### src/rtl/fifo_pkg.sv
// Shared helpers for the FIFO read-side blocks: counter widths and lane offsets.
package fifo_pkg;

    // Width of a counter that must hold every value from 0 to n inclusive.
    function automatic int fifo_count_width(input int n);
        return $clog2(n + 1);
    endfunction

    // Bit offset of a lane inside a packed word of equal-width lanes.
    function automatic int lane_lsb(input int lane, input int width);
        return lane * width;
    endfunction

endpackage

### src/rtl/incrementer.sv
// Saturating +1 helper; value_next stops at MAX_VALUE and at_max flags it.
module incrementer
    import fifo_pkg::*;
#(
    parameter int MAX_VALUE = 4,
    parameter int WIDTH     = fifo_count_width(MAX_VALUE)
) (
    input  logic [WIDTH-1:0] value,
    output logic [WIDTH-1:0] value_next,
    output logic             at_max
);

    localparam logic [WIDTH-1:0] MAX_L = WIDTH'(MAX_VALUE);

    // Next count, held at the ceiling once it is reached.
    always_comb begin
        at_max     = (value == MAX_L);
        value_next = at_max ? value : value + WIDTH'(1);
    end

endmodule

### src/rtl/stream_output_register.sv
// One-entry valid/ready output register. The owner only loads when free is high.
module stream_output_register #(
    parameter int WIDTH = 8
) (
    input  logic             clk,
    input  logic             reset,
    input  logic             load,
    input  logic [WIDTH-1:0] load_data,
    input  logic             out_ready,
    output logic             out_valid,
    output logic [WIDTH-1:0] out_data,
    output logic             free
);

    logic             valid_q, valid_d;
    logic [WIDTH-1:0] data_q, data_d;

    assign out_valid = valid_q;
    assign out_data  = data_q;
    assign free      = !valid_q || out_ready;

    // Load wins over acceptance; data holds while the word waits.
    always_comb begin
        valid_d = valid_q;
        data_d  = data_q;
        if (load) begin
            valid_d = 1'b1;
            data_d  = load_data;
        end else if (out_ready) begin
            valid_d = 1'b0;
        end
    end

    // Output state register.
    always_ff @(posedge clk or posedge reset) begin
        if (reset) begin
            valid_q <= 1'b0;
            data_q  <= '0;
        end else begin
            valid_q <= valid_d;
            data_q  <= data_d;
        end
    end

endmodule

### src/rtl/fifo_read_packer.sv
// Drains a show-ahead FIFO and packs PACK_COUNT entries (first entry in lane 0)
// into one output word; a flush closes out a partial word.
module fifo_read_packer
    import fifo_pkg::*;
#(
    parameter int DATA_WIDTH = 8,
    parameter int PACK_COUNT = 4
) (
    input  logic                                  clk,
    input  logic                                  reset,
    input  logic                                  fifo_empty,
    input  logic [DATA_WIDTH-1:0]                 fifo_read_data,
    output logic                                  fifo_read_enable,
    input  logic                                  flush,
    output logic                                  out_valid,
    input  logic                                  out_ready,
    output logic [DATA_WIDTH*PACK_COUNT-1:0]      out_data,
    output logic [fifo_count_width(PACK_COUNT)-1:0] out_count
);

    localparam int CW = fifo_count_width(PACK_COUNT);
    localparam int LW = $clog2(PACK_COUNT);
    localparam int WW = DATA_WIDTH * PACK_COUNT;

    logic [CW-1:0] fill_q, fill_d, fill_inc;
    logic          fill_full;
    logic          flush_pending_q, flush_pending_d;
    logic [PACK_COUNT-1:0][DATA_WIDTH-1:0] acc_q, acc_d;
    logic [LW-1:0] lane_sel;
    logic          out_free, transfer, pop;
    logic [WW-1:0] word;
    logic [CW+WW-1:0] payload, payload_out;

    incrementer #(
        .MAX_VALUE (PACK_COUNT),
        .WIDTH     (CW)
    ) u_fill_inc (
        .value      (fill_q),
        .value_next (fill_inc),
        .at_max     (fill_full)
    );

    stream_output_register #(
        .WIDTH (CW + WW)
    ) u_out_reg (
        .clk       (clk),
        .reset     (reset),
        .load      (transfer),
        .load_data (payload),
        .out_ready (out_ready),
        .out_valid (out_valid),
        .out_data  (payload_out),
        .free      (out_free)
    );

    assign out_data         = payload_out[WW-1:0];
    assign out_count        = payload_out[WW +: CW];
    assign fifo_read_enable = pop;

    // Transfer/pop decisions and the next fill and flush state.
    always_comb begin
        transfer = out_free && (fill_full || (flush_pending_q && (fill_q != '0)));
        pop      = !reset && !fifo_empty && !flush_pending_q && (!fill_full || transfer);

        fill_d = fill_q;
        if (transfer && pop) begin
            fill_d = CW'(1);
        end else if (transfer) begin
            fill_d = '0;
        end else if (pop) begin
            fill_d = fill_inc;
        end

        // A pending flush ends on its transfer, or at once when nothing is held.
        flush_pending_d = flush_pending_q;
        if (flush_pending_q) begin
            if (transfer || (fill_q == '0)) begin
                flush_pending_d = 1'b0;
            end
        end else begin
            flush_pending_d = flush;
        end
    end

    // Accumulator write: a pop that coincides with a transfer starts the next word.
    always_comb begin
        acc_d    = acc_q;
        lane_sel = transfer ? '0 : LW'(fill_q);
        if (pop) begin
            acc_d[lane_sel] = fifo_read_data;
        end
    end

    // Outgoing word with lanes at or above fill forced to zero, so stale
    // accumulator contents never leak into a partial word.
    always_comb begin
        word = '0;
        for (int i = 0; i < PACK_COUNT; i++) begin
            if (CW'(i) < fill_q) begin
                word[lane_lsb(i, DATA_WIDTH) +: DATA_WIDTH] = acc_q[i];
            end
        end
        payload = {fill_q, word};
    end

    // Control state; reset discards the partial word.
    always_ff @(posedge clk or posedge reset) begin
        if (reset) begin
            fill_q          <= '0;
            flush_pending_q <= 1'b0;
        end else begin
            fill_q          <= fill_d;
            flush_pending_q <= flush_pending_d;
        end
    end

    // Accumulator lanes; validity is tracked by fill alone.
    always_ff @(posedge clk) begin
        acc_q <= acc_d;
    end

endmodule

### config.mk
export PLATFORM = sky130hd
export DESIGN_NAME = fifo_read_packer
export DESIGN_NICKNAME = d
export VERILOG_FILES = /design/src/rtl/fifo_pkg.sv /design/src/rtl/incrementer.sv /design/src/rtl/stream_output_register.sv /design/src/rtl/fifo_read_packer.sv
export SDC_FILE = /design/constraint.sdc
export NUM_CORES = 1
export LEC_CHECK = 0
export CAP_MARGIN = 15
export CELL_PAD_IN_SITES_DETAIL_PLACEMENT = 1
export CELL_PAD_IN_SITES_GLOBAL_PLACEMENT = 2
export CORE_MARGIN = 10
export CORE_UTILIZATION = 37
export CTS_BUF_LIST = sky130_fd_sc_hd__clkbuf_4 sky130_fd_sc_hd__clkbuf_8 sky130_fd_sc_hd__clkbuf_16
export CTS_CLUSTER_DIAMETER = 30
export CTS_CLUSTER_SIZE = 12
export DETAILED_ROUTE_END_ITERATION = 8
export GPL_TIMING_DRIVEN = 0
export HOLD_SLACK_MARGIN = 0.08
export PLACE_DENSITY_LB_ADDON = 0.15
export SKIP_CTS_REPAIR_TIMING = 1
export SYNTH_ARGS = -nofsm -noshare
export SYNTH_HDL_FRONTEND = slang
export SYNTH_SLANG_ARGS = --single-unit
### constraint.sdc
create_clock -name clk -period 4.8 [get_ports clk]
set_input_delay 0.96 -clock clk [delete_from_list [all_inputs] [get_ports clk]]
set_output_delay 0.96 -clock clk [all_outputs]
set_load 0.01 [all_outputs]
==> out/metrics.yaml <==
setup_path:
  path_class: "input pin to output pin"
  r2r_cells: 6
  critPathCaptureType: "output pin"
  rrSetupSlack_ps: 1680
  worst_setup_path_start_kind: "input pin"
  cp.arrival_ps: 2630
  critPathMaxFanout: 6
  required_ps: 3840
logic_synthesis:
  synth_nets: 237
  synth_top_family_by_area: "compound AO/OA/AOI/OAI gates"
  synth_seq_cells: 72
  ys.flop_type: "dfrtp_1"
  async_flop_share_pct: 55.6
  synth_compound_area_share_pct: 17.5
  postSynthAreaPerCell_sq_um: 12.7
  syn_inst: 222
  synthXorXnorAreaFrac_pct: 0.311
  ys_warn_count: 0
  syn_area_sq_mm: 0.00282
  synthDistinctLibCells: 26
  synth_fa_ha_area_share_pct: 0.888
  synth-seq-area-share_pct: 69.6
  synthSimpleGateAreaFrac_pct: 5.28
  synth_edf_count: 32
  muxShareOfSynthArea_pct: 2.66
global_route:
  grt-ovfl-total: 0
  grt_antenna_before_repair: 0
  grt_max_degree: 41
  grt_pass1_vias: 2171
  grt_pass1_wl_um: 11800
  grt_usage_pct: 13.2
clocking:
  cts-root-buf: "clkbuf_8"
  clock_sinks: 72
  cts_made_buffers: 9
  clk_pin_slew_worst_paths_ps: 80
  htreeDepth: 3
  cts_tree: "built"
  clk_path_buf_depth: 2
  clk_latency_ps: 330
detailed_routing:
  first_pass_iters: 4
  routed_via_density: 5.10
  drc: 0
  vias: 1972
  drt-total-wl_um: 7380
  drt_iter0_drc: 95
  ant_nets: 0
  wl_per_cell_um: 19.1
die:
  die_height_um: 107
  rows: 31
  initial_core_util_pct: 38.4
  core_area_sq_mm: 0.00733
  io_pins: 50
  die_w_um: 107
  die_area_sq_mm: 0.0115
timing:
  worst_pin_slew_ps: 1090
  fin_ws_ps: 1210
  fin_crit_ps: 3590
  tns_ps: 0
  max_freq_mhz: 278
  post-route-period-util_pct: 74.9
  rsz0062_at_grt: "no"
  hold_viol_final: 0
  clock_skew_ps: 8.14
  maxSlewViolCount: 0
  max-slew-margin-rel_pct: 26.9
  setup_viol_count_final: 0
layout:
  drive_above_1_share_pct: 11.5
  nets: 298
  diodes: 0
  area_growth_pct: 30.8
  multi_input_area_sq_um: 758
  regArea_sq_mm: 0.00196
  num-fill-cells: 770
  fin_area_sq_mm: 0.00368
power:
  ir_drop_v: 0.000245
  powerDensity_mw_per_mm2: 622
  totalPowerFinal_w: 0.00229
  p_leak_nw: 1.40
place:
  port-buffer-count: 49
  place_congestion: 0.766
  dp_hpwl_um: 5090
  pre_cts_ws_ps: 1190
  placedInstanceArea_sq_mm: 0.00344
run_status:
  status: "complete, no violations"
min_path:
  hp-class: "flop to flop"
  holdPathStages: 2
job:
  drv_cap: 0
## routing by layer
metal	share of wire [%]	global-route usage (%)	up-vias
met1	44	16.8	992
li1	-	-	932
met2	50	21.2	43
met4	0.68	4.06	0
met3	5.8	3.53	5
met5	0	0	-
## critical path, stage by stage
cell and delay [ps]:
clkdlybuf4s50_1 410, nand2b_1 200, o21ai_1 480, inv_1 80, clkdlybuf4s50_1 490
## stage by stage
step / instances / util, % / hold slack, ps
floorplan: 222 / - / 490
global placement: 370 / 46.8 / 492
detailed placement: 370 / 46.9 / 499
CTS: 386 / 50.2 / 517
global route: 387 / 50.3 / 532
finish: 387 / 50.3 / 511
## flip-flops by register name, summed over array words and instances (netlist names)
| register | flops |
|---|---|
| fill_q | 3 |
| acc_q | 32 |
| flush_pending_q | 1 |
| u_out_reg.out_valid | 1 |
| u_out_reg.out_data | 35 |
## cell families (layout without fill, tap and decap cells)
family | count (synthesis) | in the layout
mux | 7 | 7
simple gates | 36 | 36
fa+ha+maj | 2 | 2
buf+inv | 24 | 90
compound gates | 80 | 80
xor+xnor | 1 | 1
flops | 72 | 72
## layout make-up
class	count	share of cell area, %
sequential	72	53.2
multi-input combinational	126	20.6
timing repair buffer	50	13.5
clock buffer	11	4.41
tap	99	3.36
buffer	19	2.31
clock inverter	5	2.07
inverter	5	0.509
## synth_stat cells (2+ instances only)
library cell / number / share of area, %
buf_2: 7 / 1.2
clkbuf_1: 10 / 1.3
dfrtp_1: 40 / 36
edfxtp_1: 32 / 34
ha_1: 2 / 0.89
inv_1: 5 / 0.67
mux2_2: 4 / 1.6
mux2i_1: 3 / 1.1
nand2_1: 26 / 3.5
nor2_1: 3 / 0.40
nor3_1: 3 / 0.53
o21ai_0: 42 / 7.5
o31ai_1: 32 / 8.5
## path summary, 6_finish.rpt
path,end,from
worst min register to register,u_out_reg.out_data[27],u_out_reg.out_data[27]
worst max-delay path,fifo_read_enable,out_ready
worst max register to register,acc_q[28],fill_q[0]
worst min-delay path,u_out_reg.out_data[27],u_out_reg.out_data[27]
min in group asynchronous,fill_q[1],reset
max in group asynchronous,u_out_reg.out_data[19],reset
## where the power goes
| group | leakage, nW | switching, W | internal (W) |
|---|---|---|---|
| registers | 0.826 | 0.0000796 | 0.000792 |
| logic | 0.452 | 0.000496 | 0.000366 |
| clock network | 0.118 | 0.000224 | 0.000336 |
| total | 1.40 | 0.000799 | 0.00149 |
## layout by cell type (no fill, tap or decap), drive strengths merged, types with 3 or more instances in the layout
cell type       n
clkdlybuf4s50  49
o21ai          43
dfrtp          40
o31ai          32
edfxtp         32
nand2          26
clkbuf         23
buf             8
inv             5
mux2            4
mux2i           3
nor2            3
nor3            3
Note: power is estimated with default switching activity, not from simulation.
==> edit 1: new RTL, same flow settings <==
`data_q` no longer has a reset.
--- a/src/rtl/stream_output_register.sv
+++ b/src/rtl/stream_output_register.sv
@@ -35,11 +35,13 @@
     always_ff @(posedge clk or posedge reset) begin
         if (reset) begin
             valid_q <= 1'b0;
-            data_q  <= '0;
         end else begin
             valid_q <= valid_d;
-            data_q  <= data_d;
         end
+    end
+
+    always_ff @(posedge clk) begin
+        data_q <= data_d;
     end
 
 endmodule
Check against the original RTL: differs if reset is asserted again (counterexample within 4 cycles, from zero or initial values and one cycle with reset high); with reset held inactive, the same outputs for 10 cycles.
==> edit 1 against the original RTL <==
Maximum frequency increased by 4.5%. Sequential power up 10%. Clock skew fell by 0.0025 ns. Final area decreased by 4.4%. Wire length down 27%. Worst setup slack improved by 0.15 ns. Synthesized area is 7.7% lower. Total power down 2.7%. Sequential cell count unchanged. Highest routed layer unchanged.
==> edit 1: results (changes against the original RTL) <==
routing:
  met2WireLength_um: 2801  # -23%
  drt-initial-drc-count: 40  # -58%
  drt-total-wl_um: 5396  # -27%
  wl_met1_um: 2152  # -34%
  dr_wl_met3_um: 348  # -18%
  viasPerCell: 4.472  # -12%
sta:
  tightest_slew_ns: 0.9841  # -0.1042 ns
  clock_skew_ns: 0.005653  # -0.002483 ns
  setup_viol: 0  # unchanged
critical_path:
  crit_arrival_ns: 2.48  # -0.15 ns
  cp-endpoint: "fifo_read_enable"
  rr_worst_depth: 6  # unchanged
  r2r-start: "fill_q[1]$_DFFE_PP0P_"
  setup.worst_path.start: "reset"
  reg2reg_setup_slack_ns: 1.84  # +0.16 ns
  r2r_end: "acc_q[23]$_DFFE_PP_"
  cp_max_fo: 6  # unchanged
global_routing:
  grt_start_max_net_pins: 21  # -49%
  grt_use_met3_pct: 4.833  # +1.3 points
  grt_util_all_layers_pct: 10.31  # -2.8 points
  grtUsageMet1_pct: 10.34  # -6.4 points
  met2_usage_pct: 17.48  # -3.8 points
  grt_pass1_wl_um: 8438  # -29%
  antenna_found_initial: 0  # unchanged
  grt_pass1_vias: 1536  # -29%
clocking:
  clockBufferDepth: 2  # unchanged
  clock-root-buffer: "clkbuf_8"
  clk_latency_ns: 0.35  # +0.02 ns
synth:
  synth-adder-area-share_pct: 0.9620  # +0.074 points
  synthCells: 139  # -37%
  synth_cell_types: 26  # unchanged
  synth_top_cells_by_count: "edfxtp_1, nor2b_1, and2_1"
  synth_mux_area_share_pct: 1.732  # -0.93 points
  synthXorXnorAreaFrac_pct: 0.3367  # +0.026 points
  ys_top_cells_by_area: "edfxtp_1, nor2b_1, dfrtp_1"
  seq_area_frac_synth_pct: 82.15  # +13 points
  synth_nets: 154  # -35%
  synth_compound_area_share_pct: 2.646  # -15 points
  ys_async_sr_fraction_pct: 6.944  # -49 points
  synth-edff-count: 67  # +110%
  ys_warn_count: 0  # unchanged
placed_design:
  gp_congestion: 0.7994  # +4.3%
  dp_hpwl_um: 3738  # -26%
  io_buffers: 49  # unchanged
power_and_ir_drop:
  p_sw_uw: 638.6  # -20%
  peakVddDrop_mv: 0.2477  # +0.97%
  leakagePower_uw: 0.001207  # -14%
min_path:
  min_path_type: "reg -> reg"
outcome:
  status: "completed"
layout:
  fin_nets: 217  # -27%
  fill_cells: 679  # -12%
  antenna_cells: 0  # unchanged
  final_layout_size_suffix_gt1_share_pct: 14.49  # +3.0 points
==> edit 1: layout make-up <==
class	instances	share of cell area, %
Sequential cell	72	60.65
Timing Repair Buffer	52	14.99
Multi-Input combinational cell	60	12.43
Clock inverter	7	4.048
Clock buffer	9	3.516
Tap cell	96	3.409
Inverter	5	0.5327
Buffer	2	0.4261
==> edit 1: metrics by stage <==
stage	worst slack [ns]	cell area [um2]	hold slack [ns]	std cells
5_1_grt	1.288	3523	0.5067	303
2_1_floorplan	1.513	2601	0.4473	139
3_5_place_dp	1.348	3247	0.4707	285
4_1_cts	1.338	3513	0.4983	301
6_report	1.361	3523	0.4919	303
3_3_place_gp	0.2034	3212	0.4640	284
==> edit 1: worst max-delay path, cell delays in order <==
cell,delay [ns]
clkdlybuf4s50_1,0.47
nor3_2,0.31
o21ai_4,0.14
inv_1,0.08
clkdlybuf4s50_1,0.53
==> edit 1: worst min-delay path by stage <==
stage,startpoint,endpoint,depth (start not counted)
floorplan,fill_q[2]$_DFFE_PP0P_,u_out_reg.out_data[34]$_DFFE_PP_,0
global placement,fill_q[2]$_DFFE_PP0P_,u_out_reg.out_data[34]$_DFFE_PP_,0
detailed placement,fill_q[2]$_DFFE_PP0P_,u_out_reg.out_data[34]$_DFFE_PP_,0
CTS,fill_q[2]$_DFFE_PP0P_,u_out_reg.out_data[34]$_DFFE_PP_,0
global route,fill_q[2]$_DFFE_PP0P_,u_out_reg.out_data[34]$_DFFE_PP_,0
finish,fill_q[2]$_DFFE_PP0P_,u_out_reg.out_data[34]$_DFFE_PP_,0
==> edit 1: power groups by stage <==
stage                     clock network, uW  logic, uW  registers [uW]
after detailed placement                  0        657             975
after CTS                               645        663             962
after global routing                    672        699             977
after floorplan                           0        239            1030
after global placement                    0        597             979
final                                   631        643             958
==> edit 2: new RTL, config.mk and constraints unchanged <==
Without the edit above. The parameter `PACK_COUNT` goes from 4 to 8.
--- a/src/rtl/fifo_read_packer.sv
+++ b/src/rtl/fifo_read_packer.sv
@@ -4,7 +4,7 @@
     import fifo_pkg::*;
 #(
     parameter int DATA_WIDTH = 8,
-    parameter int PACK_COUNT = 4
+    parameter int PACK_COUNT = 8
 ) (
     input  logic                                  clk,
     input  logic                                  reset,
Ports: changed (resized out_count and out_data); port bits go from 50 to 83. No check against the original RTL was run, so the function may have changed too.
==> edit 2 against the original RTL <==
Critical path depth unchanged. Global-route usage rose by 2.1 points. Final area up 87%. Wire length grew 96%. Sequential cell count rose by 66. Clock skew shrank 0.00058 ns. Synthesized area increased by 85%. Final cell count up 84%. Total power up 68%. Worst setup slack lost 0.36 ns. Critical endpoint unchanged.
==> edit 2: results (changes against the original RTL) <==
layout:
  fill_cells: 1471  # +91%
  fin_nets: 537  # +80%
  final_layout_size_suffix_gt1_share_pct: 11.82  # +0.36 points
  largest_register_ffs: 68  # +94%
critical_path:
  crit_arrival_ns: 2.99  # +0.36 ns
  cp_max_fo: 10  # +4
  reg2reg_setup_slack_ns: 1.65  # -0.03 ns
  rr_worst_depth: 8  # +2
  r2r-start: "fill_q[1]$_DFFE_PP0P_"
clocking:
  path_clk_slew_ns: 0.05  # -0.03 ns
  cts-htree-levels: 4  # +1
  clock-root-buffer: "clkbuf_16"
  clk_latency_ns: 0.42  # +0.09 ns
  cts_buffers: 17  # +8
global_routing:
  grt_util_all_layers_pct: 15.26  # +2.1 points
  grt_pass1_wl_um: 22940  # +94%
  grt_start_max_net_pins: 67  # +63%
  grt_pass1_vias: 3971  # +83%
synth:
  seq_area_frac_synth_pct: 72.45  # +2.8 points
  ys_top_cells_by_area: "edfxtp_1, dfrtp_1, o21ai_0"
  synth_top_cells_by_count: "o21ai_0, dfrtp_1, edfxtp_1"
  synth_cell_types: 31  # +19%
  synth_nets: 429  # +81%
  ys_async_sr_fraction_pct: 53.62  # -1.9 points
  synth-edff-count: 64  # +100%
sta:
  clock_skew_ns: 0.007556  # -0.0005799 ns
  max_slew_margin_pct: 40.96  # +14 points
  report.final.slew_viol_count: 0  # unchanged
power_and_ir_drop:
  leakagePower_uw: 0.002616  # +87%
  peakVddDrop_mv: 0.2664  # +8.6%
placed_design:
  gp_congestion: 0.7751  # +1.2%
  io_buffers: 82  # +67%
  dp_hpwl_um: 9623  # +89%
routing:
  routed-via-count: 3584  # +82%
  drt-total-wl_um: 14460  # +96%
min_path:
  hold_end: "u_out_reg.out_data[30]$_DFFE_PP0P_"
outcome:
  status: "completed"
edit 2: cell count changes after synthesis, sizes merged, moves of 3 or more:
cell | unedited run | this run
nand2b | 1 | 11
or3 | 0 | 3
o21ai | 43 | 136
dfrtp | 40 | 74
nand2 | 26 | 57
nor4 | 1 | 5
o31ai | 32 | 0
edfxtp | 32 | 64
clkbuf | 11 | 22
edit 2: metrics by stage:
step	worst slack (ns)	hold slack (ns)	cell area [um2]	utilization, %	instances
after floorplan	1.690	0.4747	5209	-	414
after global placement	0.4461	0.4814	6255	45.24	676
after detailed placement	0.8814	0.4852	6329	45.77	681
after CTS	0.8203	0.4994	6888	49.81	711
after global routing	0.7278	0.5240	6900	49.91	713
final	0.8501	0.5006	6900	49.91	713
edit 2: worst max path at each step:
| stage | startpoint | endpoint | cells after the start |
|---|---|---|---|
| 6_report | out_ready | fifo_read_enable | 5 |
| 5_1_grt | out_ready | fifo_read_enable | 5 |
| 3_5_place_dp | out_ready | fifo_read_enable | 5 |
| 2_1_floorplan | reset | acc_q[16]$_DFFE_PP_ | 4 |
| 4_1_cts | out_ready | fifo_read_enable | 5 |
| 3_3_place_gp | reset | u_out_reg.out_data[24]$_DFFE_PP0P_ | 2 |
edit 2: final cells by class:
type / instances / area (um2) / share of cell area, %
multi-input combinational: 237 / 1281 / 18.57
clock inverter: 3 / 40.04 / 0.5802
timing repair buffer: 89 / 885.9 / 12.84
inverter: 7 / 28.78 / 0.4170
sequential: 138 / 3774 / 54.69
buffer: 32 / 146.4 / 2.121
clock buffer: 27 / 519.2 / 7.525
tap: 180 / 225.2 / 3.264
edit 2: critical path, stage by stage:
cell and delay [ns]:
clkdlybuf4s50_1 0.46, nor2b_1 0.04, clkbuf_1 0.31, a31oi_2 0.55
clkdlybuf4s50_1 0.67
edit 2: layer usage:
metal | track usage (%) | part of all wire [%]
met1 | 18.64 | 43
met2 | 24.75 | 49
met3 | 5.034 | 6.0
met4 | 5.327 | 1.2
met5 | 0 | 0
edit 2: power by group through the flow:
stage	Combinational, uW	Sequential [uW]	Clock (uW)
floorplan	484	1600	0
global placement	1060	1550	0
detailed placement	1100	1550	0
CTS	1110	1540	1260
global route	1210	1560	1320
finish	1080	1540	1240
edit 2: kinds of logic after synthesis:
kind of cell / synth area share [%]
AND/OR/NAND/NOR: 7.711
flip-flops: 72.45
AO/OA/AOI/OAI: 14.51
adder cells (fa/ha/maj): 0.4803
XOR/XNOR: 0.3364
buffers and inverters: 3.315
multiplexers: 1.201
